**config.mk**
```make
export PLATFORM = sky130hd
export DESIGN_NAME = data_bus_bridge
export DESIGN_NICKNAME = d
export VERILOG_FILES = /design/src/rtl/data_bus_bridge.sv
export SDC_FILE = /design/constraint.sdc
export NUM_CORES = 1
export LEC_CHECK = 0
export BUFFER_PORTS_ARGS = -buffer_cell sky130_fd_sc_hd__buf_2
export CORE_MARGIN = 2
export CORE_UTILIZATION = 49
export CTS_BUF_LIST = sky130_fd_sc_hd__clkbuf_16
export DETAILED_ROUTE_END_ITERATION = 16
export PLACE_DENSITY = 0.87
export SLEW_MARGIN = 0
export SYNTH_ARGS = -nofsm -noshare
export SYNTH_HDL_FRONTEND = slang
export SYNTH_SLANG_ARGS = --single-unit
```
**constraint.sdc**
```tcl
create_clock -name clk -period 6.3 [get_ports clk]
set_clock_uncertainty 0.2 [all_clocks]
set_input_delay 0.945 -clock clk [delete_from_list [all_inputs] [get_ports clk]]
set_output_delay 0.945 -clock clk [all_outputs]
set_load 0.02 [all_outputs]
```
**src/rtl/data_bus_bridge.sv**
```systemverilog
// Bridges the core's single-cycle data SRAM port onto a valid/ready request/response bus.
// One access is outstanding at a time; stores may be posted through a single-entry buffer.
module data_bus_bridge #(
  parameter bit          WBUF_EN   = 1'b1,
  parameter logic [31:0] RDATA_RST = 32'h0
) (
  input  logic        clk,
  input  logic        reset,
  input  logic        cpu_en,
  input  logic [3:0]  cpu_we,
  input  logic [31:0] cpu_addr,
  input  logic [31:0] cpu_wdata,
  output logic [31:0] cpu_rdata,
  output logic        cpu_stall,
  output logic        req_valid,
  input  logic        req_ready,
  output logic        req_wr,
  output logic [3:0]  req_wstrb,
  output logic [31:0] req_addr,
  output logic [31:0] req_wdata,
  input  logic        resp_valid,
  output logic        resp_ready,
  input  logic [31:0] resp_rdata,
  input  logic        resp_err,
  output logic        bus_err
);

  localparam int unsigned AW = 32;
  localparam int unsigned DW = 32;
  localparam int unsigned SW = 4;

  typedef enum logic [2:0] {
    S_IDLE,
    S_WREQ,
    S_WRESP,
    S_RREQ,
    S_RRESP,
    S_DONE
  } state_t;

  state_t state;
  state_t state_nxt;
  logic   capture;
  logic   rd_capture;
  logic   err_set;

  // State register
  always_ff @(posedge clk or posedge reset) begin
    if (reset) state <= S_IDLE;
    else       state <= state_nxt;
  end

  // Next state, stall and capture strobes
  always_comb begin
    state_nxt  = state;
    cpu_stall  = 1'b0;
    capture    = 1'b0;
    rd_capture = 1'b0;
    err_set    = 1'b0;
    case (state)
      S_IDLE: begin
        if (cpu_en) begin
          capture = 1'b1;
          if (cpu_we != SW'(0)) begin
            state_nxt = S_WREQ;
            cpu_stall = ~WBUF_EN;
          end else begin
            state_nxt = S_RREQ;
            cpu_stall = 1'b1;
          end
        end
      end
      S_WREQ: begin
        cpu_stall = cpu_en;
        if (req_ready) state_nxt = S_WRESP;
      end
      S_WRESP: begin
        cpu_stall = cpu_en;
        if (resp_valid) begin
          err_set   = resp_err;
          state_nxt = WBUF_EN ? S_IDLE : S_DONE;
        end
      end
      S_RREQ: begin
        cpu_stall = cpu_en;
        if (req_ready) state_nxt = S_RRESP;
      end
      S_RRESP: begin
        cpu_stall = cpu_en;
        if (resp_valid) begin
          err_set    = resp_err;
          rd_capture = 1'b1;
          state_nxt  = S_DONE;
        end
      end
      S_DONE: begin
        // Core consumes the result here; its held request must not be recaptured.
        state_nxt = S_IDLE;
      end
      default: state_nxt = S_IDLE;
    endcase
    if (reset) cpu_stall = 1'b0;
  end

  // Registered bus-side outputs, request payload, load data and sticky error
  always_ff @(posedge clk or posedge reset) begin
    if (reset) begin
      req_valid  <= 1'b0;
      resp_ready <= 1'b0;
      req_wr     <= 1'b0;
      req_wstrb  <= SW'(0);
      req_addr   <= AW'(0);
      req_wdata  <= DW'(0);
      cpu_rdata  <= RDATA_RST;
      bus_err    <= 1'b0;
    end else begin
      req_valid  <= (state_nxt == S_WREQ) || (state_nxt == S_RREQ);
      resp_ready <= (state_nxt == S_WRESP) || (state_nxt == S_RRESP);
      if (capture) begin
        req_wr    <= (cpu_we != SW'(0));
        req_wstrb <= cpu_we;
        req_addr  <= cpu_addr;
        req_wdata <= cpu_wdata;
      end
      if (rd_capture) cpu_rdata <= resp_rdata;
      if (err_set)    bus_err   <= 1'b1;
    end
  end

endmodule

```
* After elaboration in Yosys (flattened, before gate mapping)
Index checks and enable logic that the tools add are counted.
** Operators by class
- Equal/unequal tests :: 8
- Muxes and demuxes :: 17
- Reduce and logical (&&, ||, !) cells :: 6
** Operator list (count)
- 2-to-1 mux 3 bit :: 5
- case mux 3 bit (5 select lines) :: 1
- equality test 3 x 2 -> 1 bit, second input constant :: 4
- 2-to-1 mux 1 bit :: 9
- equality test 3 x 1 -> 1 bit, second input constant :: 2
- equality test 3 bit, second input constant :: 2
- nonzero test 4 bit :: 1
- OR reduction 4 bit :: 1
- logical NOT 3 bit :: 1
- logical OR 1 bit :: 2
- 2-to-1 mux 2 bit :: 1
- case mux 1 bit (2 select lines) :: 1
- OR reduction 2 bit :: 1
** Word-level totals
- Bits in registers :: 107
- Input bits :: 106
- Output and inout bits :: 105
- Word-level logic and storage cells :: 40

* Longest topological paths before layout
Gate-level depths: netlist (run 1).
- Word-level depth :: 6
- Depth in mapped cells :: 6
- Mapped depth without buffers :: 3

* Least setup slack after synthesis (run 1)
No wires, ideal clock.
- Kind :: in2out
- Start point :: in reset
- End point :: out cpu_stall
- Data arrival time :: 3.783 ns
- Required time :: 5.155 ns
- Setup slack :: 1.372 ns
- Stages on the path :: 2
- Path buffers :: 0
- Cell sequence :: inv_1 > and4_1
** On the way
- Cells in the longest elaborated chain, start to end :: 1
** RTL lines
- from (decl) :: RTL line 8 : input logic reset,
- 2-to-1 mux 1 bit :: RTL line 102 : if (reset) cpu_stall = 1'b0;
- to (decl) :: RTL line 14 : output logic cpu_stall,
No other way between the ends.

* Final worst setup path (run 1)
- Start point :: in cpu_we[0]
- End point :: out cpu_stall
** On the way
- Cells in the longest elaborated chain, start to end :: 5
** RTL lines
- from (decl) :: RTL line 10 : input logic [3:0] cpu_we,
- nonzero test 4 bit :: RTL line 64 : if (cpu_we != SW'(0)) begin
- 2-to-1 mux 1 bit :: RTL line 64
- 2-to-1 mux 1 bit :: RTL line 62 : if (cpu_en) begin
- case mux 1 bit (2 select lines) :: RTL line 60 : case (state)
- 2-to-1 mux 1 bit :: RTL line 102
No other way between the ends.

==> results by group, run 1 <==
Run status
  – Status: completed

Global routing
  – Pin count of the biggest net entering global routing: 64
  – Met2 GRT Util: 0.325
  – Met1 Use GR: 0.214
  – Met3 Use GR: 0.0506
  – First-pass GRT wire length: between 10 and 15 mm
  – Antenna violations before repair: 0
  – GR Util All Layers: 0.183
  – Most Used Layer, Global Route: met2
  – Vias in the first global route: ~2.7k
  – Overflow after GRT: 0

Floorplan
  – DIE HEIGHT: between 90 and 100 um
  – Site Rows: 33
  – Die outline area: 9140 sq um
  – I/O pins: 211
  – Starting Density: 0.503
  – Core box area: between 8000 and 9000 sq um
  – DIE WIDTH: about 96 um

Critical path
  – Crit Path Category: in2out
  – CP max FO: 2
  – Worst-path cell chain: buf_2 > nor4_1 > or4_1 > and4_1 > buf_2
  – Worst EP arrival: 2.07 ns
  – Startpoint Class: input pin
  – Crit-path leading delay family: simple AND/OR/NAND/NOR gates
  – CP dominant cell by count: buf_2
  – Critical Path Sink Type: primary output
  – Slowest stage delay, CP: approximately 0.48 ns
  – Critical path's slowest cell: nor4_1
  – Worst Path Buf+Inv: 2
  – CP required: ~5 ns

CTS
  – CTS resizes: 0
  – CTS buffer count: 9
  – TritonCTS clock tree: done
  – CTS max path bufs: 2
  – Worst-path clk slew: about 0.060 ns
  – Post-CTS setup buffer count: 0
  – H-tree Lvls: 3
  – Hold buffers post-CTS: 0
  – CTS root buffer: clkbuf_16
  – Worst-skew pair later-pin latency: about 0.33 ns
  – CTS sink cnt: 107

Hold path
  – Worst hold path class: reg2reg

Yosys
  – #FFs+latches synth: between 100 and 150
  – Cells after synthesis: 246
  – Sequential area share after synthesis: 0.651
  – Cell variety after synth: 29
  – Syn_nets: ~350
  – Synthesized area per cell: 16.7 sq um
  – Yosys warns: 0
  – Mapped Area: slightly above 4000 sq um

Power
  – Clock power share: 0.160
  – Net Sw Frac: 0.384
  – Pleak: ~2.8 nW
  – Design Power: 3.08 mW
  – Sw power: around 1.2 mW
  – Sequential power share: 0.395
  – Int Power: ~1.9 mW
  – Worst vdd ir: 0.000285 V
  – Total power divided by cell area: ~560 nW/um^2
  – Gate power share: 0.445

Timing
  – Slew HR: 0.506
  – RSZ-0062 raised after global routing: no
  – Final worst path period share: 0.511
  – Final Hold Fails: 0
  – Worst-Margin Slew: ~0.74 ns
  – Max Freq: about 0.31 GHz
  – Final TNS setup: 0 ns
  – Minimum hold slack: about 0.29 ns
  – Slew Viols, Final: 0
  – Minimum clock period: ~3.2 ns
  – Final setup viols: 0

Drt
  – DR WL/cell: ~15 um
  – DRC viols: 0
  – Drt pass-1 iters: 4
  – Via count: 2,758
  – Routed Antenna Nets: 0
  – Starting DRT DRC Count: 55
  – Total Wirelength: 8.58 mm
  – Vias/cell: a little under 5

Layout
  – Layout Nets: roughly 560
  – Commonest non-fill, non-tap cell in the layout: buf_2
  – ANT cells: 0
  – Most frequent cells in the layout: buf_2 (210), dfrtp_1 (107), mux2_2 (100), clkbuf_16 (9), buf_4 (4)
  – Layout cells sized above 1: 0.718
  – Footprint of the multi-input gates: between 1000 and 1500 sq um
  – Area grow syn2layout: 33.0%
  – Fillers: roughly 620
  – Reg area: 2680 sq um

Job
  – Max_cap viols: 0

Place
  – Post-DP HPWL: roughly 6.6 mm
  – PortBufs: 210
  – Final RePlAce weighted congestion: 0.740
==> metal layers <==
layer,part of all wire,vias to the layer above,routed length [um]
met1,0.39,1327,3370
met4,0.011,0,94
met5,0,-,0
met2,0.51,124,4410
met3,0.082,12,702
li1,-,1295,-
==> worst paths after layout <==
check                                                 end  slack [ns]           startpoint  cells after the start
worst max-delay path                            cpu_stall        3.08            cpu_we[0]                      5
worst max register to register  req_wdata[22]$_DFFE_PP0P_        4.23   state[1]$_DFF_PP0_                      3
min in group asynchronous        cpu_rdata[5]$_DFFE_PP0P_        0.47                reset                      2
worst min register to register        bus_err$_DFFE_PP0P_        0.29  bus_err$_DFFE_PP0P_                      1
worst min-delay path                  bus_err$_DFFE_PP0P_        0.29  bus_err$_DFFE_PP0P_                      1
max in group asynchronous        req_wdata[4]$_DFFE_PP0P_        4.26                reset                      3
==> sequential cells by signal (all words and copies together), names as in the netlist <==
name / cells
cpu_rdata: 32
req_addr: 32
bus_err: 1
req_valid: 1
resp_ready: 1
req_wdata: 32
req_wr: 1
req_wstrb: 4
state: 3
==> synthesized netlist by cell type (all sizes together) <==
| cell | number | area share |
|---|---|---|
| nand2 | 2 | 0.0024 |
| a211o | 1 | 0.0021 |
| mux2i | 1 | 0.0024 |
| o21ai | 1 | 0.0012 |
| xor2 | 1 | 0.0021 |
| nor2b | 1 | 0.0015 |
| buf | 13 | 0.027 |
| nand2b | 1 | 0.0015 |
| clkbuf | 1 | 0.00091 |
| a32oi | 1 | 0.0021 |
| or3b | 1 | 0.0021 |
| a21oi | 1 | 0.0012 |
| or4 | 1 | 0.0018 |
| and3 | 1 | 0.0015 |
| mux2 | 101 | 0.28 |
| dfrtp | 107 | 0.65 |
| o21a | 1 | 0.0018 |
| a41o | 1 | 0.0024 |
| o31ai | 1 | 0.0018 |
| nor2 | 1 | 0.00091 |
| a31oi | 1 | 0.0030 |
| and4 | 1 | 0.0021 |
| inv | 3 | 0.0027 |
| nor4b | 1 | 0.0058 |
| nor4 | 1 | 0.0015 |
==> kinds of logic after synthesis <==
family                 Yosys count  share of synthesized area
flip-flops                     107                      0.651
multiplexers                   102                      0.279
buffers and inverters           17                     0.0307
AND/OR/NAND/NOR                 11                     0.0213
AO/OA/AOI/OAI                    8                     0.0158
XOR/XNOR                         1                    0.00213
==> per-stage QoR <==
stage | instance area (sq um) | instances | utilization | setup slack, ns
6_report | 5470 | 566 | 0.669 | 3.08
5_1_grt | 5470 | 566 | 0.669 | 2.95
4_1_cts | 5470 | 566 | 0.669 | 3.05
3_5_place_dp | 5210 | 551 | 0.638 | 3.05
3_3_place_gp | 5210 | 551 | 0.638 | 3.05
2_1_floorplan | 4110 | 246 | - | 1.37
==> power groups by stage <==
stage,clock [mW],combinational (mW),sequential [mW]
floorplan,0,0.547,1.61
global placement,0,1.36,1.21
detailed placement,0,1.39,1.23
CTS,0.505,1.39,1.22
global route,0.541,1.47,1.26
finish,0.494,1.37,1.22
==> cell type report <==
class,count,share of cell area
clock buffers,9,0.0412
clock inverters,6,0.00617
inverters,3,0.00252
multi-input cells,122,0.239
flip-flops and latches,107,0.489
well taps,105,0.0240
repair buffers,214,0.198
(Power assumes the default switching activity.)
==> run 2: changes to the inputs <==
Settings changed: CORE_UTILIZATION 49 to 41, PLACE_DENSITY 0.87 to 0.78.
Clock period 6.3 ns to 2.8 ns, I/O delays scaled along.
==> run 2 against run 1 <==
Combinational power rose by 120%. Hold slack got worse by 0.24 ns. Critical path type is now reg2out. Global-route usage fell by 1.8 points. Core utilization fell by 10 points. Critical path depth fell by 2. Register-to-register slack got worse by 3.5 ns. Non-clock buffer count rose by 1. Clock power rose to 2.6 times the previous value. Worst setup slack got worse by 2.7 ns. Sequential share of layout area fell by 0.73 points. Via count rose by 0.98%.
==> results by group, run 2 (synthesis results as in run 1) <==
CTS
  – Worst-skew pair later-pin latency: 0.34 ns (about the same)
  – CTS max path bufs: 2 (unchanged)
  – CTS root buffer: clkbuf_16
  – CTS resizes: 0 (unchanged)
  – Worst-path clk slew: 0.07 ns (about the same)
  – CTS sink cnt: 107 (unchanged)
  – H-tree Lvls: 3 (unchanged)
  – Hold buffers post-CTS: 0 (unchanged)
  – CTS buffer count: 9 (unchanged)
  – TritonCTS clock tree: done
  – Post-CTS setup buffer count: 0 (unchanged)

Floorplan
  – DIE HEIGHT: 104 um (+8.9%)
  – Core box area: 9770 sq um (+20%)
  – DIE WIDTH: 104 um (+8.9%)
  – Site Rows: 36 (+9.1%)
  – Die outline area: 10,800 sq um (+19%)
  – Starting Density: 0.421 (-0.0823)
  – I/O pins: 211 (unchanged)

Place
  – PortBufs: 210 (unchanged)
  – Final RePlAce weighted congestion: 0.717 (-3.1%)
  – Post-DP HPWL: 6.53 mm (-0.80%)

Drt
  – DR WL/cell: 14.6 um (-3.9%)
  – DRC viols: 0 (unchanged)
  – Via count: 2,785 (+0.98%)
  – Starting DRT DRC Count: 72 (+31%)
  – Vias/cell: 4.69 (-3.8%)
  – Routed Antenna Nets: 0 (unchanged)
  – Drt pass-1 iters: 4 (unchanged)
  – Total Wirelength: 8.65 mm (+0.82%)

Global routing
  – GR Util All Layers: 0.165 (-0.0175)
  – Overflow after GRT: 0 (unchanged)
  – Antenna violations before repair: 0 (unchanged)
  – Pin count of the biggest net entering global routing: 66 (+3.1%)
  – Most Used Layer, Global Route: met2
  – Met1 Use GR: 0.185 (-0.0290)
  – Met2 GRT Util: 0.287 (-0.0379)
  – First-pass GRT wire length: 14.2 mm (+12%)
  – Met3 Use GR: 0.0652 (+0.0146)
  – Vias in the first global route: 3,018 (+12%)

Critical path
  – Slowest stage delay, CP: 0.56 ns (+0.08 ns)
  – Crit-path leading delay family: simple AND/OR/NAND/NOR gates
  – RR Endpoint: req_wdata[0]$_DFFE_PP0P_
  – Worst Path Buf+Inv: 1 (-1)
  – Worst EP arrival: 1.79 ns (-0.28 ns)
  – Worst R2R Path Depth: 3 (unchanged)
  – Critical Path Sink Type: primary output
  – Worst-path cell chain: or4_1 > and4_2 > buf_2
  – Crit path capture: cpu_stall
  – R2R Setup Slk: 0.69 ns (-3.54 ns)
  – Critical path's slowest cell: or4_1
  – Crit. Startpoint: state[1]$_DFF_PP0_
  – CP required: 2.18 ns (-2.97 ns)
  – Startpoint Class: flop
  – Worst path depth: 3 (-2)
  – Reg2reg start: state[1]$_DFF_PP0_
  – CP max FO: 9 (+7)
  – Crit Path Category: reg2out

Layout
  – Commonest non-fill, non-tap cell in the layout: buf_2
  – Util after Layout: 0.568 (-0.101)
  – Top flop regs: cpu_rdata x32, req_addr x32, req_wdata x32
  – Most frequent cells in the layout: buf_2 (210), dfrtp_1 (107), mux2_2 (100), clkbuf_16 (9), buf_4 (5)
  – ANT cells: 0 (unchanged)
  – Area grow syn2layout: 35.0%
  – Layout Nets: 564 (+0.18%)
  – Layout cells sized above 1: 0.720 (+0.00217)
  – Fillers: 820 (+33%)

Timing
  – Minimum hold slack: 0.0522 ns (-0.237 ns)
  – Minimum clock period: roughly 2.4 ns
  – Slew HR: 0.462 (-0.0436)
  – Final Hold Fails: 0 (unchanged)
  – Worst-Margin Slew: 0.807 ns (+0.0653 ns)
  – Final setup viols: 0 (unchanged)
  – Slew Viols, Final: 0 (unchanged)
  – Final worst path period share: 0.861
  – Max Freq: between 0.4 and 0.5 GHz
  – Final TNS setup: 0 ns (unchanged)
  – RSZ-0062 raised after global routing: no

Job
  – Max_cap viols: 0 (unchanged)

Power
  – Total power divided by cell area: 1270 nW/um^2 (+130%)
  – Worst vdd ir: 0.000602 V (+110%)
  – Pleak: 2.79 nW (+0.59%)

Run status
  – Status: completed

Hold path
  – Worst hold path class: in2async
## run 2: worst min-delay path by stage
| stage | end | slack, ns | depth (start not counted) |
|---|---|---|---|
| 6_report | cpu_rdata[25]$_DFFE_PP0P_ | 0.05 | 3 |
| 5_1_grt | cpu_rdata[27]$_DFFE_PP0P_ | 0.09 | 2 |
| 4_1_cts | state[0]$_DFF_PP0_ | 0.08 | 3 |
| 3_5_place_dp | bus_err$_DFFE_PP0P_ | 0.25 | 1 |
| 3_3_place_gp | bus_err$_DFFE_PP0P_ | 0.25 | 1 |
| 2_1_floorplan | cpu_rdata[27]$_DFFE_PP0P_ | 0.35 | 1 |
## run 2: worst reg2reg max path, delay by kind of cell, from the launching register on
family                 cells  cell delay, ns
buffers and inverters      1            0.52
flip-flops                 1            0.49
multiplexers               1            0.44
AND/OR/NAND/NOR            1            0.33
## run 2: routing by layer
| layer | vias up | share of wire |
|---|---|---|
| li1 | 1297 | - |
| met1 | 1348 | 0.40 |
| met2 | 130 | 0.51 |
| met3 | 10 | 0.081 |
| met4 | 0 | 0.014 |
| met5 | - | 0 |
## run 2: stage by stage
| stage | area, sq um | setup WS [ns] | cells | power (mW) |
|---|---|---|---|---|
| after global placement | 5260 | 0.547 | 580 | 5.77 |
| after detailed placement | 5260 | 0.525 | 580 | 5.89 |
| after global routing | 5550 | 0.309 | 594 | 7.49 |
| final | 5550 | 0.390 | 594 | 7.07 |
| after floorplan | 4120 | -0.362 | 246 | 4.86 |
| after CTS | 5550 | 0.376 | 594 | 7.18 |
## run 2: cell type report
cell class                      instances  area (sq um)  area share
Sequential cell                       107          2680       0.482
Multi-Input combinational cell        122          1310       0.236
Timing Repair Buffer                  215          1090       0.196
Clock buffer                            9           225      0.0405
Tap cell                              133           166      0.0300
Clock inverter                          5          71.3      0.0128
Inverter                                3          15.0     0.00270
## run 2: power by group
group / switching, mW / internal, mW / leakage [nW]
clock network: 0.510 / 0.764 / 0.148
registers: 0.403 / 2.32 / 1.29
logic: 1.72 / 1.36 / 1.35
total: 2.64 / 4.44 / 2.79
